**src/rtl/serial_subtractor.sv**
```systemverilog
// -----------------------------------------------------------------------------
// serial_subtractor
//
// Bit-serial WIDTH-bit subtractor computing A - B - bin. It processes one bit
// per clock, LSB first, through a single full-subtractor cell with a
// registered borrow. A start/busy/done handshake frames each operation.
// Results stay stable until the next operation completes.
//
// Optional feature macro: SERIAL_SUB_OVF_EN
//   When defined, the Ovf port and its operand-MSB flops are present.
//
// Ports
//   clk     in   rising-edge clock
//   rst_n   in   asynchronous active-low reset
//   start   in   operation request, sampled only while idle
//   A       in   [WIDTH] minuend, captured on the accepted start edge
//   B       in   [WIDTH] subtrahend, captured on the accepted start edge
//   bin     in   borrow-in, captured on the accepted start edge
//   busy    out  high while an operation is in progress
//   done    out  one-cycle completion pulse
//   Diff    out  [WIDTH] (A - B - bin) mod 2^WIDTH
//   Borrow  out  unsigned borrow-out of the MSB stage
//   Ovf     out  signed overflow (SERIAL_SUB_OVF_EN only)
// -----------------------------------------------------------------------------
module serial_subtractor #(
  parameter int WIDTH = 16
) (
  input  logic             clk,
  input  logic             rst_n,
  input  logic             start,
  input  logic [WIDTH-1:0] A,
  input  logic [WIDTH-1:0] B,
  input  logic             bin,
  output logic             busy,
  output logic             done,
  output logic [WIDTH-1:0] Diff,
  output logic             Borrow
`ifdef SERIAL_SUB_OVF_EN
  ,
  output logic             Ovf
`endif
);

  localparam int            CW   = $clog2(WIDTH);
  localparam logic [CW-1:0] LAST = CW'(WIDTH - 1);

  typedef enum logic {
    IDLE,
    RUN
  } state_t;

  state_t           state_reg;
  logic [WIDTH-1:0] a_sh_reg;
  logic [WIDTH-1:0] b_sh_reg;
  logic [WIDTH-1:0] res_sh_reg;
  logic             br_reg;
  logic [CW-1:0]    cnt_reg;
`ifdef SERIAL_SUB_OVF_EN
  logic             a_msb_reg;
  logic             b_msb_reg;
`endif

  // Full-subtractor cell on the current LSBs.
  logic             d_next;
  logic             br_next;
  logic [WIDTH-1:0] res_next;

  assign d_next   = a_sh_reg[0] ^ b_sh_reg[0] ^ br_reg;
  assign br_next  = (~a_sh_reg[0] & b_sh_reg[0]) |
                    (~(a_sh_reg[0] ^ b_sh_reg[0]) & br_reg);
  // Each new difference bit enters at the MSB, so after WIDTH shifts
  // bit 0 has reached position 0.
  assign res_next = {d_next, res_sh_reg[WIDTH-1:1]};

  always_ff @(posedge clk or negedge rst_n) begin
    if (!rst_n) begin
      state_reg  <= IDLE;
      a_sh_reg   <= '0;
      b_sh_reg   <= '0;
      res_sh_reg <= '0;
      br_reg     <= 1'b0;
      cnt_reg    <= '0;
      busy       <= 1'b0;
      done       <= 1'b0;
      Diff       <= '0;
      Borrow     <= 1'b0;
`ifdef SERIAL_SUB_OVF_EN
      a_msb_reg  <= 1'b0;
      b_msb_reg  <= 1'b0;
      Ovf        <= 1'b0;
`endif
    end else begin
      done <= 1'b0;
      case (state_reg)
        IDLE: begin
          if (start) begin
            a_sh_reg  <= A;
            b_sh_reg  <= B;
            br_reg    <= bin;
            cnt_reg   <= '0;
            busy      <= 1'b1;
            state_reg <= RUN;
`ifdef SERIAL_SUB_OVF_EN
            a_msb_reg <= A[WIDTH-1];
            b_msb_reg <= B[WIDTH-1];
`endif
          end
        end
        RUN: begin
          res_sh_reg <= res_next;
          a_sh_reg   <= {1'b0, a_sh_reg[WIDTH-1:1]};
          b_sh_reg   <= {1'b0, b_sh_reg[WIDTH-1:1]};
          br_reg     <= br_next;
          cnt_reg    <= cnt_reg + 1'b1;
          if (cnt_reg == LAST) begin
            // On the last edge the result register is not yet updated,
            // so take the freshly shifted value directly.
            Diff      <= res_next;
            Borrow    <= br_next;
            busy      <= 1'b0;
            done      <= 1'b1;
            state_reg <= IDLE;
`ifdef SERIAL_SUB_OVF_EN
            // d_next is the MSB of the difference on this edge.
            Ovf       <= (a_msb_reg ^ b_msb_reg) & (d_next ^ a_msb_reg);
`endif
          end
        end
        default: state_reg <= IDLE;
      endcase
    end
  end

endmodule

```
**config.mk**
```make
export PLATFORM = sky130hd
export DESIGN_NAME = serial_subtractor
export DESIGN_NICKNAME = d
export VERILOG_FILES = /design/src/rtl/serial_subtractor.sv
export SDC_FILE = /design/constraint.sdc
export NUM_CORES = 1
export LEC_CHECK = 0
export BUFFER_PORTS_ARGS = -buffer_cell sky130_fd_sc_hd__buf_2
export CORE_MARGIN = 3
export CORE_UTILIZATION = 26
export DETAILED_ROUTE_END_ITERATION = 16
export SLEW_MARGIN = 20
export SYNTH_ARGS = -nofsm -noshare
export SYNTH_HDL_FRONTEND = slang
export SYNTH_SLANG_ARGS = --single-unit
```
**constraint.sdc**
```tcl
create_clock -name clk -period 3.6 [get_ports clk]
set_clock_uncertainty 0.15 [all_clocks]
set_input_delay 0 -clock clk [delete_from_list [all_inputs] [get_ports clk]]
set_output_delay 0 -clock clk [all_outputs]
set_load 0.005 [all_outputs]
```
# After elaboration in Yosys (flattened, before gate mapping)
# Cells that the tools add are included.
# classes
bitwise_logic	8
reduce_logical	2
n_mux	16
add_sub_neg	1
n_eq_ne	3
# ops
op	n
16-bit one-hot mux with 2 select lines	2
16-bit two-way mux	2
4-bit one-hot mux with 2 select lines	1
1-bit two-way mux	7
1-bit one-hot mux with 2 select lines	3
4-bit by 1-bit adder with 4-bit output (second input constant)	1
4-bit == test (second input constant)	1
4-bit two-way mux	1
2-bit AND reduction	2
1-bit NOT	3
1-bit bitwise AND	2
2-bit by 1-bit != test with 1-bit output (second input constant)	1
2-bit != test (second input constant)	1
1-bit XOR	2
1-bit bitwise OR	1
# word_totals
wordCells	40
output_inout_bits	19
reg_bits	73

# Longest topological paths before layout
# Gate-level depths: netlist of the first run.
# logic_depth
word_depth	5
ltp_mapped	6
ltp_nobuf	5

# Least setup slack after synthesis of the first run
# Ideal clock, no wire load.
# synth_timing
path_type	register -> register
start	register cnt_reg[0]
end	register Diff[15]
required_time_ps	3334
slack_ps	2184
path_stages_with_launch	7
arrival_time_ps	1149
setup_ps	116
period_less_slack_ps	1416
cell_sequence	dfrtp_1 -> ha_1 -> nand4_4 -> clkinv_2 -> buf_6 -> nand2_1 -> nand2_1
# synth_via
elab_chain_cells	2
# synth_rtl
element	line	source
start: declaration	57	logic [CW-1:0] cnt_reg;
start signal: assignment	114	cnt_reg <= cnt_reg + 1'b1;
4-bit == test	115	if (cnt_reg == LAST) begin
2-bit AND reduction (no source line)	--	
end signal: assignment	118	Diff <= res_next;
end: declaration	36	output logic [WIDTH-1:0] Diff,
# No other way between the ends.
# A chain may end at the register's enable or synchronous reset.

# Worst setup path after layout of the first run
# layout_timing
start	register state_reg
end	register Diff[0]
# layout_via
elab_chain_cells	1
# layout_rtl
element	line	source
start: declaration	52	state_t state_reg;
start signal: assignment	77	state_reg <= IDLE;
start signal: assignment	102	state_reg <= RUN;
start signal: assignment	122	state_reg <= IDLE;
2-bit AND reduction (no source line)	--	
# No other way between the ends.

==> results of run 1 <==
logic make-up (layout without fill, tap and decap cells):
kind of cell / count (synthesis) / after routing
compound gates: 37 / 37
fa+ha+maj: 2 / 2
buf+inv: 19 / 107
mux: 48 / 48
flops: 72 / 72
xor+xnor: 2 / 2
simple gates: 92 / 92
what timing repair did:
item | CTS | global route
gates resized for setup | 0 | 0
hold endpoints to repair | 105 | 0
endpoints found under the setup margin | 0 | 0
hold buffers | 34 | 0
cells in the final DEF, fill, tap and decap left out:
cell type and count:
nand4_4 1, a21oi_1 2, bufinv_16 2, clkinv_2 2
mux2i_1 33, nor2b_1 1, nand2_1 81, dlygate4sd3_1 34
buf_2 53, o21ai_1 9, dfrtp_1 71, fa_1 1
nand3_1 2, xnor2_1 1, buf_4 2, inv_1 2
clkbuf_8 1, a22o_1 2, a211oi_1 1, ha_1 1
dfrtp_2 1, mux2_2 15, clkbuf_16 9, nor2_1 5
o21ai_0 23, nand2b_1 2, clkinvlp_4 1, xor2_1 1
clkinv_4 1
routing by layer:
| metal | part of all wire | GRT usage |
|---|---|---|
| met5 | 0 | 0 |
| met4 | 0.0098 | 0.0356 |
| met3 | 0.052 | 0.0403 |
| met2 | 0.46 | 0.165 |
| met1 | 0.48 | 0.139 |
power by group:
group,total [mW],switching (mW),internal (mW)
registers,1.41,0.263,1.15
logic,0.779,0.361,0.418
clock network,0.947,0.326,0.621
critical path, stage by stage, from the launching register on:
cell,delay (ns)
dfrtp_2,0.88
nand4_4,0.43
clkinv_2,0.33
nand2_1,0.09
nand2_1,0.07
layout make-up:
class,instances,share of cell area
tap,140,0.0433
inverter,3,0.00309
clock inverter,5,0.0201
sequential,72,0.445
timing repair buffer,89,0.153
multi-input combinational,181,0.276
clock buffer,10,0.0590
final timing paths:
kind                       cells after the start      start           to
max                                            4  state_reg      Diff[0]
min reg2reg                                    2    Diff[5]      Diff[5]
min                                            2      rst_n  b_sh_reg[2]
min in group clk                               2      start   cnt_reg[2]
max in group asynchronous                      2      rst_n    state_reg
max reg2reg                                    4  state_reg      Diff[0]
==> impl_metrics.toml, run 1 <==
[floorplanning]
die_area_um2 = 13000
initial_core_util = 0.273
fp.dieW_um = 114
io_pins = 55
rows = 38
die_h_um = 114
core-area_um2 = 11100

[placed_design]
routabilityCongestion = 0.672
dp_hpwl_um = 3960
placedCellCount = 451
io_buffers = 54
dpl_cell_area_um2 = 3390
dp_slack_ns = 1.55

[timing]
grt_setup_unrepaired = "no"
slew_headroom = 0.298
fmaxAchievable_mhz = 494
hold_viol_final = 0
final_max_slew_viol_count = 0
setup_ws_ns = 1.58
worstMarginPinSlew_ns = 1.05
setup_viol = 0
whs_ns = 0.202
setup_tns_ns = 0
min_period_ns = 2.02
period_share = 0.562

[logic_synthesis]
yosysTopAreaCellShare = 0.594
synth_ff_type = "dfrtp_1"
synthXorXnorAreaFrac = 0.00578
synthMuxAreaShare = 0.165
syn_area_um2 = 3030
synth_edf_count = 0
postSynth.asyncResetShare = 1.00
avgSynthCellArea_um2 = 11.2
synthTopCellsByCount = "nand2_1, dfrtp_1, mux2i_1"
synth_cell_types = 24
synthTopCellsByArea = "dfrtp_1, mux2i_1, nand2_1"
syn_inst = 272
yosysTopAreaCell = "dfrtp_1"
ys_seq_area_frac = 0.594
synth_top_family_by_area = "multiplexers"
synthAdderAreaFrac = 0.0107
synth_fp_nets = 310
synth-warning-count = 0
synth_most_common_cell = "nand2_1"
synth_seq_cells = 72
synth_compound_area_frac = 0.0644
synth-simple-area-share = 0.123

[outcome]
status = "finished, final reports clean"

[clock_tree]
cts_buffers = 9
cts_tree = "done"
insertion_delay_ns = 0.33
clk_pin_slew_worst_paths_ns = 0.06
htreeDepth = 3
cts_root_buf = "clkbuf_16"
clk_path_buf_depth = 2
numClockSinks = 72
post_cts_buffers = 0

[setup_path]
critPathCaptureType = "flip-flop"
startpoint_type = "flip-flop"
crit_path_max_fanout = 51
critical_path_class = "flip-flop to flip-flop"
crit_required_ns = 3.71
crit_arrival_ns = 2.13
reg2reg_slack_ns = 1.58

[finish]
area_delta_synth_final_pct = 33.5
post-route-util = 0.364
antenna_cells = 0
final-seq-area_um2 = 1800
multi_input_area_um2 = 1120
fin_nets = 394
drive_gt1_frac = 0.244
final_cells = 500
post-route-cell-area_um2 = 4050
nFillCells = 1099

[global_route]
grt_max_degree = 73
antenna_found_initial = 0
first_global_vias = 2230
grt.overflow.total = 0
grt_pass1_wl_um = 10900
grt_usage = 0.107

[routing]
drt_iter0_drc = 166
firstDrtPassIters = 4
wl_per_cell_um = 12.6
via_count = 2127
drc = 0
drt_wl_total_um = 6300
ant_nets = 0
avgViaCountPerCell = 4.25

[hold_path]
hold_class = "input pin to async pin"

[power]
p_leak_nw = 1.99
ir_drop_mv = 0.276
fin_total_pwr_mw = 3.14
powerDensity_nw_per_um2 = 775

[run]
cap_viol_max_count = 0
No activity file was read; power rests on OpenSTA's default activity.
==> inputs of run 2 (changes only) <==
Settings changed: ABC_AREA set to 1.
Clock period 3.6 ns to 1.9 ns, I/O delays scaled along.
==> impl_metrics.toml, run 2 <==
[power]
combPwrFrac = 0.251
powerDensity_nw_per_um2 = 1390
p_leak_nw = 2.14
internal_power_mw = 3.78
p_clk_frac = 0.292
p_switching_mw = 1.83
fin_total_pwr_mw = 5.61
p_sw_frac = 0.326
pwr-share-seq = 0.457
ir_drop_mv = 0.721

[clock_tree]
clk_path_buf_depth = 2
numClockSinks = 72
htreeDepth = 3
clk_pin_slew_worst_paths_ns = 0.06
cts_buffers = 9
cts_tree = "done"
cts_root_buf = "clkbuf_16"
insertion_delay_ns = 0.33

[finish]
antenna_cells = 0
area_delta_synth_final_pct = 33.2
nFillCells = 1138
final_cell_mix = "nand2_1, dfrtp_1, buf_2"
layout_commonest_cell = "nand2_1"
fin_nets = 474
drive_gt1_frac = 0.200

[routing]
firstDrtPassIters = 4
wl_per_cell_um = 11.4
drt_wl_total_um = 6610
drt_iter0_drc = 101
via_count = 2464
ant_nets = 0
avgViaCountPerCell = 4.24
drc = 0

[setup_path]
crit_path_max_fanout = 34
critPathBufInv = 2
crit_family = "flip-flops"
slowest_stage = "dfrtp_2"
crit_arrival_ns = 1.66
crit_required_ns = 2.02
slowest_delay_ns = 0.55
critical_path_class = "flip-flop to flip-flop"
critPathCaptureType = "flip-flop"
crit_chain = "inv_4 > nand2_4 > inv_4 > nand2_1 > nand3_1"
startpoint_type = "flip-flop"
worst_path_most_repeated_cell = "inv_4"

[timing]
slew_headroom = 0.544
setup_ws_ns = 0.354
whs_ns = 0.102
min_period_ns = 1.55
worstMarginPinSlew_ns = 0.684
period_share = 0.814
final_max_slew_viol_count = 0
hold_viol_final = 0
grt_setup_unrepaired = "no"
setup_tns_ns = 0
fmaxAchievable_mhz = 647
setup_viol = 0

[logic_synthesis]
synthTopCellsByArea = "dfrtp_1, nand2_1, nand3_1"
synth_edf_count = 0
synth-warning-count = 0
synth_most_common_cell = "nand2_1"
synth_fp_nets = 385
synthTopCellsByCount = "nand2_1, dfrtp_1, nand3_1"
yosysTopAreaCellShare = 0.596
avgSynthCellArea_um2 = 8.72
synth_seq_cells = 72
syn_inst = 347
postSynth.asyncResetShare = 1.00
synth_ff_type = "dfrtp_1"
syn_area_um2 = 3020
ys_seq_area_frac = 0.596
synth_cell_types = 20
yosysTopAreaCell = "dfrtp_1"

[outcome]
status = "finished, final reports clean"

[floorplanning]
io_pins = 55
core-area_um2 = 11100
initial_core_util = 0.273
die_h_um = 114
rows = 38
die_area_um2 = 13000
fp.dieW_um = 114

[placed_design]
io_buffers = 54
dp_slack_ns = 0.372
routabilityCongestion = 0.768
dp_hpwl_um = 4320

[global_route]
grt_busiest_layer = "met2"
grtUsageMet1 = 0.137
met2_usage = 0.173
grt.overflow.total = 0
grt_usage = 0.109
first_global_vias = 2398
grt_max_degree = 56
globalRouteMet3Util = 0.0387
antenna_found_initial = 0
grt_pass1_wl_um = 11200

[hold_path]
hold_class = "input pin to async pin"

[run]
cap_viol_max_count = 0
-- run 2: through the flow --
| step | util | instance area (um2) | std cells |
|---|---|---|---|
| after CTS | 0.364 | 4030 | 581 |
| after floorplan | - | 3020 | 347 |
| final | 0.364 | 4030 | 581 |
| after global placement | 0.306 | 3390 | 530 |
| after global routing | 0.364 | 4030 | 581 |
| after detailed placement | 0.306 | 3390 | 530 |
-- run 2: metal layers --
metal | vias to the layer above | share of wire
li1 | 1251 | -
met1 | 1141 | 0.45
met2 | 60 | 0.48
met3 | 12 | 0.057
met4 | 0 | 0.017
met5 | - | 0
-- run 2: cell families (layout without fill, tap and decap cells) --
| logic type | count (synthesis) | in the layout | share of synthesized area |
|---|---|---|---|
| AOI/OAI and AO/OA | 5 | 5 | 0.00827 |
| adders and majority gates | 2 | 2 | 0.0108 |
| buffers and inverters | 26 | 120 | 0.0542 |
| DFF | 72 | 72 | 0.596 |
| and+or+nand+nor | 242 | 242 | 0.331 |
-- run 2: worst register-to-register path, cell delays in order, from the launching register on --
cell	delay (ns)
dfrtp_2	0.55
inv_4	0.23
nand2_4	0.08
inv_4	0.26
nand2_1	0.13
nand3_1	0.09
-- run 2: cell type report --
class	instances	area, um2	area share
Tap cell	140	175	0.0435
Sequential cell	72	1800	0.448
Clock inverter	6	60.1	0.0149
Clock buffer	10	229	0.0568
Inverter	10	42.5	0.0106
Timing Repair Buffer	94	661	0.164
Multi-Input combinational cell	249	1060	0.263
-- run 2: power by group through the flow --
stage	clock, mW	combinational (mW)	sequential [mW]
global placement	0	1.35	2.57
floorplan	0	1.02	2.48
finish	1.64	1.41	2.56
CTS	1.68	1.46	2.57
detailed placement	0	1.40	2.59
global route	1.73	1.66	2.66
-- run 2: path summary, 6_finish.rpt --
| kind | from | to | slack [ns] | cells after the start |
|---|---|---|---|---|
| max | state_reg | a_sh_reg[5] | 0.35 | 5 |
| max reg2reg | state_reg | a_sh_reg[5] | 0.35 | 5 |
| min reg2reg | Diff[6] | Diff[6] | 0.32 | 2 |
| min | rst_n | Diff[0] | 0.10 | 2 |
| max in group asynchronous | rst_n | done | 0.89 | 3 |
| min in group clk | A[12] | a_sh_reg[12] | 0.25 | 4 |
-- run 2: what timing repair did --
action,CTS,global route
setup buffers,0,0
gates resized for setup,0,0
hold buffers,35,0
hold endpoints to repair,89,0
